<file path="src/rtl/ov_cam_capture_stream.sv">
// ov_cam_capture_stream: OV-style DVP camera capture into a single-entry valid/ready pixel stream.
module ov_cam_capture_stream #(
  parameter int BYTES_PER_PIX = 2,
  parameter int H_ACTIVE = 640,
  parameter int V_ACTIVE = 480,
  parameter int OUT_MODE = 0,
  localparam int OUT_W = (OUT_MODE == 1) ? 24 : 8 * BYTES_PER_PIX
) (
  input  logic             pclk,
  input  logic             reset,
  input  logic [7:0]       d_in,
  input  logic             vsync,
  input  logic             href,
  input  logic             en,
  output logic [OUT_W-1:0] m_data,
  output logic             m_valid,
  input  logic             m_ready,
  output logic             m_sof,
  output logic             m_eol,
  output logic [15:0]      frame_cnt,
  output logic             line_err,
  output logic             frame_err,
  output logic             overflow,
  input  logic             err_clr
);
  localparam int PW = 8 * BYTES_PER_PIX;
  localparam logic [1:0] LAST_B = 2'(BYTES_PER_PIX - 1);
  localparam logic [15:0] H_W = 16'(H_ACTIVE);
  localparam logic [15:0] H_LAST = 16'(H_ACTIVE - 1);
  localparam logic [15:0] V_W = 16'(V_ACTIVE);
  typedef enum logic [1:0] {IDLE, SYNC, ACTIVE} state_t;
  state_t state, state_nx;
  logic [7:0] d1;
  logic href1, vsync1, href_q;
  logic [1:0] bcnt;
  logic [PW-1:0] sh, word;
  logic [PW+7:0] cat;
  logic [OUT_W-1:0] pix;
  logic [15:0] pcnt, lcnt;
  logic cap, pix_done, emit, line_end, frame_end, ln_set, fr_set, ov_set;
  always_comb begin
    state_nx = (state == IDLE) ? (vsync1 ? SYNC : IDLE) :
               (state == SYNC) ? (vsync1 ? SYNC : (en ? ACTIVE : IDLE)) :
               (vsync1 ? SYNC : ACTIVE);
    cap = (state == ACTIVE) && href1;
    pix_done = cap && (bcnt == LAST_B);
    emit = pix_done && (pcnt < H_W);
    line_end = (state == ACTIVE) && href_q && !href1;
    frame_end = (state == ACTIVE) && vsync1;
    ln_set = (line_end && (pcnt != H_W)) || (frame_end && href1);
    fr_set = frame_end && (lcnt != V_W);
    ov_set = emit && m_valid && !m_ready;
    cat = {sh, d1};
    word = cat[PW-1:0];
  end
  // first byte lands in the top of the word, so the shift register is the MSB side
  if (OUT_MODE == 1) begin : g_rgb
    assign pix = {word[15:11], word[15:13], word[10:5], word[10:9], word[4:0], word[4:2]};
  end else begin : g_raw
    assign pix = word;
  end
  always_ff @(posedge pclk) begin
    if (reset) begin
      state <= IDLE;
      d1 <= '0;
      href1 <= 1'b0;
      vsync1 <= 1'b0;
      href_q <= 1'b0;
      bcnt <= '0;
      sh <= '0;
      pcnt <= '0;
      lcnt <= '0;
      m_data <= '0;
      m_valid <= 1'b0;
      m_sof <= 1'b0;
      m_eol <= 1'b0;
      frame_cnt <= '0;
      line_err <= 1'b0;
      frame_err <= 1'b0;
      overflow <= 1'b0;
    end else begin
      state <= state_nx;
      d1 <= d_in;
      href1 <= href;
      vsync1 <= vsync;
      href_q <= href1;
      bcnt <= cap ? (pix_done ? 2'd0 : bcnt + 2'd1) : 2'd0;
      sh <= cap ? word : sh;
      if (state != ACTIVE) begin
        pcnt <= '0;
        lcnt <= '0;
      end else if (line_end) begin
        pcnt <= '0;
        lcnt <= lcnt + 16'd1;
      end else if (pix_done && pcnt != 16'hFFFF) begin
        pcnt <= pcnt + 16'd1;
      end
      if (emit && (!m_valid || m_ready)) begin
        m_data <= pix;
        m_valid <= 1'b1;
        m_sof <= (lcnt == 16'd0) && (pcnt == 16'd0);
        m_eol <= pcnt == H_LAST;
      end else if (m_ready) begin
        m_valid <= 1'b0;
        m_sof <= 1'b0;
        m_eol <= 1'b0;
      end
      frame_cnt <= frame_end ? frame_cnt + 16'd1 : frame_cnt;
      line_err <= ln_set | (line_err & ~err_clr);
      frame_err <= fr_set | (frame_err & ~err_clr);
      overflow <= ov_set | (overflow & ~err_clr);
    end
  end
endmodule

</file>
<file path="config.mk">
export PLATFORM = sky130hd
export DESIGN_NAME = ov_cam_capture_stream
export DESIGN_NICKNAME = d
export VERILOG_FILES = /design/src/rtl/ov_cam_capture_stream.sv
export SDC_FILE = /design/constraint.sdc
export NUM_CORES = 1
export LEC_CHECK = 0
export CELL_PAD_IN_SITES_DETAIL_PLACEMENT = 0
export CELL_PAD_IN_SITES_GLOBAL_PLACEMENT = 2
export CORE_MARGIN = 2
export CORE_UTILIZATION = 33
export DETAILED_ROUTE_END_ITERATION = 12
export GPL_TIMING_DRIVEN = 0
export PLACE_DENSITY_LB_ADDON = 0.3
export REMOVE_ABC_BUFFERS = 1
export SKIP_CTS_REPAIR_TIMING = 1
export SLEW_MARGIN = 20
export SYNTH_ARGS = -nofsm -noshare
export SYNTH_HDL_FRONTEND = slang
export SYNTH_SLANG_ARGS = --single-unit
</file>
<file path="constraint.sdc">
create_clock -name pclk -period 2 [get_ports pclk]
set_input_delay 0.4 -clock pclk [delete_from_list [all_inputs] [get_ports pclk]]
set_output_delay 0.4 -clock pclk [all_outputs]
set_load 0.03 [all_outputs]
</file>
Yosys cells after proc, flatten, opt, wreduce, memory -nomap -nowiden. Index checks and enable logic that the tools add are counted.

Register bits after elaboration: 93. Bits of input ports: 15. Logic and storage cells: 74.

Add/sub/neg operators: 4. Order comparisons: 1. Eq/ne operators: 8. Muxes and demuxes: 10. Bitwise gates (word level): 8. Reductions and logical operators: 26.

Operator list (count): adder 16 x 1 -> 16 bit, second input constant (3); logical NOT 16 bit (2); == test 16 x 10 -> 1 bit, second input constant (1); < comparator 16 x 10 -> 1 bit, second input constant (1); inequality test 16 x 10 -> 1 bit, second input constant (1); inequality test 16 bit, second input constant (1); inequality test 16 x 9 -> 1 bit, second input constant (1); logical AND 1 bit (14); 2-to-1 mux 2 bit (5); OR reduction 3 bit (2); 2-to-1 mux 1 bit (5); == test 2 x 1 -> 1 bit, second input constant (2); AND 1 bit (3); logical NOT 1 bit (3); OR 1 bit (3); adder 2 x 1 -> 2 bit, second input constant (1); == test 2 bit, second input constant (1); logical NOT 2 bit (1); logical OR 1 bit (2); inequality test 2 bit, second input constant (1); NOT 1 bit (2); nonzero test 2 bit (1); OR reduction 2 bit (1).

Depth between registers and ports, before layout. Gate-level depths: netlist (run 1).

Depth in word-level cells: 7. Gate-level depth with buffers: 9.

Worst setup path after synthesis (run 1). OpenSTA, ideal clock, no wires.

Kind: reg2reg. Start: register frame_cnt[0]. End: register frame_cnt[12]. Setup time: 0.070 ns. Arrival time: 1.702 ns. Required time: 1.930 ns. Path slack: 0.227 ns. Cell stages (with the launch flop): 7. Buffers on the path: 1. Cell sequence: dfxtp_1 > ha_1 > and4b_1 > buf_2 > nand4_1 > or3_1 > a21oi_1.

Word-level cells in the longest chain between the ends: 1.

RTL lines: start: declaration (line 20) `output logic [15:0] frame_cnt,`; start signal: assignment (line 108) `frame_cnt <= frame_end ? frame_cnt + 16'd1 : frame_cnt;`; adder 16 x 1 -> 16 bit (line 108).

Every way passes these cells. A chain may end at the register's enable or synchronous reset.

Worst setup path in the final report (run 1).
Start: register frame_cnt[3]. End: output frame_cnt[3].

No word-level cell between the ends.

==> results.sh, run 1 <==
export IMPL_status="completed"
export IMPL_num_antenna_cells=0
export IMPL_yosysTopAreaCellShare=0.457
export IMPL_synth_edf_count=0
export IMPL_critPathRequiredTime_ns=1.60
export IMPL_cts_root_buffer="clkbuf_16"
export IMPL_p_int_mw=2.99
export IMPL_synth_top_area_cell="dfxtp_1"
export IMPL_max_freq_mhz=521
export IMPL_cp_num_buf_inv=1
export IMPL_vias=3460
export IMPL_ios=53
export IMPL_postRouteAntennaNets=0
export IMPL_pwr_share_comb=0.020
export IMPL_slew_headroom=0.514
export IMPL_start_util=0.339
export IMPL_tns_ns=0
export IMPL_grt_max_degree=65
export IMPL_setup_viol=0
export IMPL_tightestPinTransition_ns=0.726
export IMPL_crit_fanout=7
export IMPL_antenna_found_initial=0
export IMPL_hpwl_um=6240
export IMPL_cap_violations=0
export IMPL_cts_tree="built"
export IMPL_dieArea_um2=13200
export IMPL_dpl_instance_area_um2=4660
export IMPL_worstSetupPathType="reg2out"
export IMPL_grt_pass1_vias=3078
export IMPL_grt_first_pass_wirelength_um=16000
export IMPL_path_cells="clkdlybuf4s50_1"
export IMPL_drive_above_1_share=0.0667
export IMPL_drv_slew=0
export IMPL_synth_cells=463
export IMPL_cp_top_family="buffers and inverters"
export IMPL_final_common_cell="dfxtp_1"
export IMPL_async_reset_ff_frac=0
export IMPL_period_minus_slack_ns=1.92
export IMPL_wl_per_cell_um=14.6
export IMPL_die_w_um=115
export IMPL_switchingPower_mw=0.759
export IMPL_cts_sinks=93
export IMPL_viasPerCell=5.27
export IMPL_final_core_util=0.417
export IMPL_drc=0
export IMPL_crit_slowest_cell="clkdlybuf4s50_1"
export IMPL_postSynthAreaPerCell_um2=8.79
export IMPL_finClkSkew_ns=0.00635
export IMPL_hold_path_class="reg2reg"
export IMPL_most_common_layout_cells="dfxtp_1, a21oi_1, clkdlybuf4s50_1, nand2_1, nor2_1"
export IMPL_crit_arrival_ns=1.52
export IMPL_die_h_um=115
export IMPL_synth_area_leaders="dfxtp_1, a21oi_1, nand3_1, o21ai_0, nand2_1"
export IMPL_fin_crit_sh=0.960
export IMPL_ir_worst_vdd_uv=397
export IMPL_gp_congestion=0.788
export IMPL_rsz0062_at_grt="no"
export IMPL_wl_um=9580
export IMPL_nets=527
export IMPL_power_frac_clock=0.479
export IMPL_first_pass_iters=4
export IMPL_overflow=0
export IMPL_endpoint_kind="output pin"
export IMPL_finalNonFillerCells=657
export IMPL_power_leakage_nw=1.71
export IMPL_max_stage_delay_ns=0.73
export IMPL_powerDensity_nw_per_um2=749
export IMPL_core_area_um2=12000
export IMPL_synth_seq_cells=93
export IMPL_port_buffers=52
export IMPL_hold_violations=0
export IMPL_netlist_area_um2=4070
export IMPL_place_ws_ns=-0.496
export IMPL_sw_frac_of_total=0.202
export IMPL_cts_buffers=9
export IMPL_synth_warnings=0
export IMPL_synth_ff_type="dfxtp_1"
export IMPL_holdWs_ns=0.432
export IMPL_fillerInstances=1228
export IMPL_final_cell_area_um2=5010
export IMPL_cts_buffer_depth=2
export IMPL_pwr_share_seq=0.500
export IMPL_grtUsageTotal=0.152
export IMPL_cts_max_level=3
export IMPL_dp_cells=639
export IMPL_drt_initial_drc_count=225
export IMPL_synth_cell_type_count=50
export IMPL_clk_pin_slew_worst_paths_ns=0.06
export IMPL_yosysSeqAreaShare=0.457
export IMPL_clock_latency_ns=0.34
export IMPL_fin_ws_ns=0.0809
export IMPL_layout_area_overhead_vs_synth_pct=23.1
export IMPL_rows=40
export IMPL_total_power_mw=3.75
export IMPL_critPathLaunchType="flop"
[per-layer routing]
| metal | wire length (um) | vias to the layer above | global-route usage | part of all wire |
|---|---|---|---|---|
| li1 | - | 1767 | - | - |
| met4 | 161 | 0 | 0.0602 | 0.017 |
| met3 | 261 | 10 | 0.0316 | 0.027 |
| met1 | 4990 | 1642 | 0.224 | 0.52 |
| met5 | 0 | - | 0 | 0 |
| met2 | 4170 | 41 | 0.215 | 0.44 |
[cell usage after synthesis (3+ instances only)]
master,number
dfxtp_1,93
a21oi_1,53
nand2_1,32
nor2_1,32
nand3_1,31
o21ai_0,29
nand4_1,18
nor2b_1,16
or3_1,14
xor2_1,12
and3_1,11
clkbuf_1,11
inv_1,11
o31ai_1,8
or4_1,7
ha_1,6
nor3_1,6
xnor2_1,6
a41o_1,5
buf_2,5
nor4_1,5
a31oi_1,4
o211ai_1,4
a21o_1,3
and4_1,3
buf_4,3
nor4_4,3
[final timing paths]
| path | from | end | slack [ns] | cells after the start |
|---|---|---|---|---|
| min | bcnt[0] | bcnt[0] | 0.43 | 1 |
| min reg2reg | bcnt[0] | bcnt[0] | 0.43 | 1 |
| max | frame_cnt[3] | frame_cnt[3] | 0.08 | 1 |
| max reg2reg | bcnt[0] | pcnt[15] | 0.17 | 5 |
[cell families after synthesis]
| group | Yosys count | synth area share |
|---|---|---|
| adders and majority gates | 6 | 0.0184 |
| DFF | 93 | 0.457 |
| buffers and inverters | 35 | 0.0403 |
| muxes | 2 | 0.00492 |
| AOI/OAI and AO/OA | 109 | 0.152 |
| and+or+nand+nor | 200 | 0.288 |
| xor gates and xnor gates | 18 | 0.0387 |
[cell type report]
class,count,area (um^2),area share
clock inverters,4,73.8,0.0147
repair buffers,55,543,0.108
clock buffers,11,233,0.0465
well taps,147,184,0.0367
inverters,12,45.0,0.00899
flip-flops and latches,93,1860,0.372
multi-input cells,335,2070,0.413
[sequential cells by signal, indices dropped and copies added (netlist names)]
signal and count:
m_valid 1, pcnt 16, m_data 16, frame_err 1, line_err 1, href1 1, href_q 1, d1 8
state 2, m_sof 1, vsync1 1, frame_cnt 16, m_eol 1, lcnt 16, sh 8, bcnt 2
overflow 1
[power groups by stage]
stage,clock (mW),sequential [mW],combinational [mW]
2_1_floorplan,0,1.92,0.0221
3_3_place_gp,0,1.92,0.0777
3_5_place_dp,0,1.92,0.0765
4_1_cts,1.86,1.88,0.0771
5_1_grt,1.93,1.88,0.0842
6_report,1.80,1.88,0.0765
Power figures use the tool's default switching activity.
==> run 2, diff against run 1 <==
--- a/config.mk
+++ b/config.mk
@@ -8,7 +8,7 @@
 export CELL_PAD_IN_SITES_DETAIL_PLACEMENT = 0
 export CELL_PAD_IN_SITES_GLOBAL_PLACEMENT = 2
 export CORE_MARGIN = 2
-export CORE_UTILIZATION = 33
+export CORE_UTILIZATION = 30
 export DETAILED_ROUTE_END_ITERATION = 12
 export GPL_TIMING_DRIVEN = 0
 export PLACE_DENSITY_LB_ADDON = 0.3
==> constraint.sdc (replaced) <==
create_clock -name pclk -period 1.7 [get_ports pclk]
set_input_delay 0.34 -clock pclk [delete_from_list [all_inputs] [get_ports pclk]]
set_output_delay 0.34 -clock pclk [all_outputs]
set_load 0.03 [all_outputs]
==> results.sh, run 2 (synthesis gave the netlist of run 1 again) <==
export IMPL_status="finished, violations left"
export IMPL_violations="negative setup slack"
export IMPL_layout_area_overhead_vs_synth_pct=36.2
export IMPL_wl_per_cell_um=14.4
export IMPL_path_cells="inv_2, ha_4, and4b_4, buf_6, nand2_4, or4_4, a21oi_2"
export IMPL_final_common_cell="dfxtp_1"
export IMPL_antenna_found_initial=0
export IMPL_critPathLaunchType="flop"
export IMPL_postRouteAntennaNets=0
export IMPL_drt_initial_drc_count=224
export IMPL_port_buffers=52
export IMPL_cts_max_level=3
export IMPL_whs_path_depth=1
export IMPL_reg2reg_depth=7
export IMPL_num_antenna_cells=0
export IMPL_holdWs_ns=0.432
export IMPL_worstSetupPathType="reg2reg"
export IMPL_dp_cells=668
export IMPL_cts_buffer_depth=2
export IMPL_clk_pin_slew_worst_paths_ns=0.07
export IMPL_drc=0
export IMPL_die_h_um=120
export IMPL_cp_num_buf_inv=2
export IMPL_ios=53
export IMPL_gp_congestion=0.775
export IMPL_min_delay_start="bcnt[0]"
export IMPL_die_w_um=120
export IMPL_drv_slew=0
export IMPL_tightestPinTransition_ns=0.683
export IMPL_overflow=0
export IMPL_cts_root_buffer="clkbuf_16"
export IMPL_sw_frac_of_total=0.216
export IMPL_r2r_setup_slack_ns=-0.006
export IMPL_rows=42
export IMPL_grt_pass1_vias=3211
export IMPL_crit_slowest_cell="or4_4"
export IMPL_hold_path_class="reg2reg"
export IMPL_critPathRequiredTime_ns=1.97
export IMPL_hpwl_um=6370
export IMPL_cts_buffers=9
export IMPL_power_frac_clock=0.467
export IMPL_crit_fanout=8
export IMPL_most_common_layout_cells="dfxtp_1, a21oi_1, dlymetal6s2s_1, nor2_1, nand2_1"
export IMPL_first_pass_iters=4
export IMPL_rsz0062_at_grt="yes"
export IMPL_cts_tree="built"
export IMPL_total_power_mw=4.32
export IMPL_cp_top_family="simple AND/OR/NAND/NOR gates"
export IMPL_setup_viol=3
export IMPL_power_leakage_nw=2.59
export IMPL_dieArea_um2=14500
export IMPL_r2r_start="bcnt[1]"
export IMPL_min_to="bcnt[0]"
export IMPL_crit_start="bcnt[1]"
export IMPL_vias=3618
export IMPL_finalNonFillerCells=712
export IMPL_fin_ws_ns=-0.00648
export IMPL_fin_crit_sh=1.00
export IMPL_grt_max_degree=65
export IMPL_wl_um=10200
export IMPL_crit_reg2reg_capture="pcnt[12]"
export IMPL_switchingPower_mw=0.933
export IMPL_max_stage_delay_ns=0.49
export IMPL_p_int_mw=3.38
export IMPL_crit_arrival_ns=1.98
export IMPL_endpoint_kind="flop"
export IMPL_max_freq_mhz=586
export IMPL_place_ws_ns=-0.828
export IMPL_pwr_share_seq=0.511
export IMPL_core_area_um2=13200
export IMPL_start_util=0.307
export IMPL_drive_above_1_share=0.187
export IMPL_cts_sinks=93
export IMPL_slew_headroom=0.544
export IMPL_grt_first_pass_wirelength_um=16200
export IMPL_nets=552
export IMPL_grtUsageTotal=0.140
export IMPL_finClkSkew_ns=0.00809
export IMPL_clock_latency_ns=0.35
export IMPL_cap_violations=0
export IMPL_ir_worst_vdd_uv=429
export IMPL_hold_violations=0
export IMPL_pwr_share_comb=0.022
export IMPL_viasPerCell=5.08
export IMPL_period_minus_slack_ns=1.71
export IMPL_powerDensity_nw_per_um2=779
-- run 2: layout make-up --
cell class,count,area [um^2]
Inverter,12,48.8
Timing Repair Buffer,80,852
Sequential cell,93,1890
Fill cell,1365,7700
Clock inverter,5,60.1
Clock buffer,11,233
Multi-Input combinational cell,335,2240
Tap cell,176,220
-- run 2: power by group through the flow --
| stage | combinational (mW) | clock [mW] | sequential (mW) |
|---|---|---|---|
| 2_1_floorplan | 0.0260 | 0 | 2.25 |
| 3_3_place_gp | 0.0916 | 0 | 2.26 |
| 3_5_place_dp | 0.0903 | 0 | 2.26 |
| 4_1_cts | 0.0909 | 2.08 | 2.21 |
| 5_1_grt | 0.103 | 2.16 | 2.21 |
| 6_report | 0.0936 | 2.02 | 2.21 |
-- run 2: stage by stage --
stage	TNS [ns]	instance area, um^2	util
after floorplan	-1.28	3950	-
after global placement	-134.38	4690	0.354
after detailed placement	-27.02	4690	0.354
after CTS	-23.89	4980	0.376
after global routing	-0.751	5540	0.419
final	-0.0119	5540	0.419
-- run 2: how the worst max path moves through the flow --
stage,end,slack (ns),cells after the start
after floorplan,m_eol,-0.08,5
after global placement,pcnt[14],-2.53,4
after detailed placement,m_eol,-0.83,5
after CTS,m_eol,-0.85,5
after global routing,pcnt[9],-0.07,6
final,pcnt[12],-0.006,7
-- run 2: worst reg2reg max path, delay by kind of cell (launching register included) --
family,cells,cell delay [ns]
flip-flops,1,0.32
adder cells (fa/ha/maj),1,0.14
AO/OA/AOI/OAI,1,0.14
AND/OR/NAND/NOR,3,0.86
buffers and inverters,2,0.18
-- run 2: layer usage --
layer,part of all wire,track usage
met5,0,0
met2,0.46,0.207
met3,0.030,0.0274
met1,0.49,0.196
met4,0.013,0.0640
==> run 3, diff against run 2 <==
--- a/config.mk
+++ b/config.mk
@@ -12,6 +12,7 @@
 export DETAILED_ROUTE_END_ITERATION = 12
 export GPL_TIMING_DRIVEN = 0
 export PLACE_DENSITY_LB_ADDON = 0.3
+export RECOVER_POWER = 25
 export REMOVE_ABC_BUFFERS = 1
 export SKIP_CTS_REPAIR_TIMING = 1
 export SLEW_MARGIN = 20
==> results.sh, run 3 (synthesis gave the netlist of run 1 again) <==
export IMPL_status="finished, violations left"
export IMPL_violations="negative setup slack"
export IMPL_crit_reg2reg_capture="pcnt[12]"
export IMPL_critPathRequiredTime_ns=1.97
export IMPL_critPathLaunchType="flop"
export IMPL_rows=42
export IMPL_most_common_layout_cells="dfxtp_1, a21oi_1, dlymetal6s2s_1, nor2_1, nand2_1"
export IMPL_drive_above_1_share=0.185
export IMPL_dieArea_um2=14500
export IMPL_postRouteAntennaNets=0
export IMPL_place_ws_ns=-0.828
export IMPL_r2r_start="bcnt[1]"
export IMPL_tightestPinTransition_ns=0.680
export IMPL_hold_violations=0
export IMPL_dpl_instance_area_um2=4690
export IMPL_port_buffers=52
export IMPL_rsz0062_at_grt="yes"
export IMPL_die_w_um=120
export IMPL_worstSetupPathType="reg2reg"
export IMPL_layout_area_overhead_vs_synth_pct=36.2
export IMPL_max_freq_mhz=586
export IMPL_seqCellArea_um2=1890
export IMPL_vias=3615
export IMPL_ir_worst_vdd_uv=431
export IMPL_cap_violations=0
export IMPL_gp_congestion=0.775
export IMPL_wl_um=10200
export IMPL_final_common_cell="dfxtp_1"
export IMPL_first_pass_iters=4
export IMPL_viasPerCell=5.08
export IMPL_crit_arrival_ns=1.98
export IMPL_overflow=0
export IMPL_grtUsageTotal=0.140
export IMPL_holdWs_ns=0.430
export IMPL_drv_slew=0
export IMPL_grt_first_pass_wirelength_um=16200
export IMPL_finClkSkew_ns=0.00828
export IMPL_fin_crit_sh=1.00
export IMPL_whs_path_depth=1
export IMPL_die_h_um=120
export IMPL_multi_input_area_um2=2240
export IMPL_cts_sinks=93
export IMPL_nets=552
export IMPL_slew_headroom=0.547
export IMPL_antenna_found_initial=0
export IMPL_drt_initial_drc_count=223
export IMPL_clock_latency_ns=0.35
export IMPL_reg2reg_depth=7
export IMPL_fillerInstances=1365
export IMPL_wl_per_cell_um=14.3
export IMPL_cts_tree="built"
export IMPL_r2r_setup_slack_ns=-0.007
export IMPL_grt_pass1_vias=3211
export IMPL_start_util=0.307
export IMPL_power_leakage_nw=2.60
export IMPL_hpwl_um=6370
export IMPL_final_cell_area_um2=5540
export IMPL_setup_viol=3
export IMPL_powerDensity_nw_per_um2=779
export IMPL_core_area_um2=13200
export IMPL_cts_buffer_depth=2
export IMPL_clk_pin_slew_worst_paths_ns=0.07
export IMPL_min_to="bcnt[0]"
export IMPL_fin_ws_ns=-0.00693
export IMPL_drc=0
export IMPL_cts_max_level=3
export IMPL_total_power_mw=4.32
export IMPL_ios=53
export IMPL_endpoint_kind="flop"
export IMPL_crit_fanout=8
export IMPL_cts_root_buffer="clkbuf_16"
export IMPL_grt_max_degree=65
export IMPL_cts_buffers=9
export IMPL_num_antenna_cells=0
export IMPL_hold_path_class="reg2reg"
export IMPL_min_delay_start="bcnt[0]"
export IMPL_period_minus_slack_ns=1.71
-- run 3: changes by cell type in the layout (fill, tap and decap cells not counted) --
cell / previous run / this run
and4bb_1: 0 / 1
and4bb_2: 1 / 0
buf_4: 23 / 22
clkbuf_4: 0 / 1
-- run 3: per-layer routing --
metal / routed length, um / share of wire / GRT usage / vias to the layer above
li1: - / - / - / 1825
met1: 5010 / 0.49 / 0.196 / 1731
met2: 4700 / 0.46 / 0.207 / 47
met3: 321 / 0.031 / 0.0274 / 12
met4: 178 / 0.017 / 0.0640 / 0
met5: 0 / 0 / 0 / -
-- run 3: worst max-delay path by stage --
| stage | start | endpoint | slack [ns] | cells after the start |
|---|---|---|---|---|
| after detailed placement | bcnt[0] | m_eol | -0.83 | 5 |
| after global placement | reset | pcnt[14] | -2.53 | 4 |
| after CTS | bcnt[0] | m_eol | -0.85 | 5 |
| after floorplan | bcnt[0] | m_eol | -0.08 | 5 |
| after global routing | bcnt[1] | pcnt[9] | -0.07 | 6 |
| final | bcnt[1] | pcnt[12] | -0.007 | 7 |
-- run 3: area by class of cell --
cell class                 count  area share
sequential                    93       0.340
multi-input combinational    335       0.405
timing repair buffer          80       0.154
tap                          176      0.0397
clock buffer                  11      0.0420
inverter                      12     0.00880
clock inverter                 5      0.0108
-- run 3: worst max-delay path: stages (launching register included) --
cell and delay, ns:
dfxtp_2 0.32, inv_2 0.06, ha_4 0.14, and4b_4 0.31
buf_6 0.12, nand2_4 0.06, or4_4 0.49, a21oi_2 0.14
-- run 3: power by group --
group          internal (mW)  switching (mW)  leakage, nW
logic                 0.0466          0.0467         1.70
clock network           1.15           0.870        0.140
registers               2.19          0.0153        0.760
total                   3.38           0.932         2.60
-- run 3: per-stage QoR --
step                cells  TNS, ns   util
floorplan             440    -1.28      -
global placement      668  -134.38  0.354
detailed placement    668   -27.02  0.354
CTS                   684   -23.89  0.376
global route          712   -0.808  0.419
finish                712  -0.0118  0.419
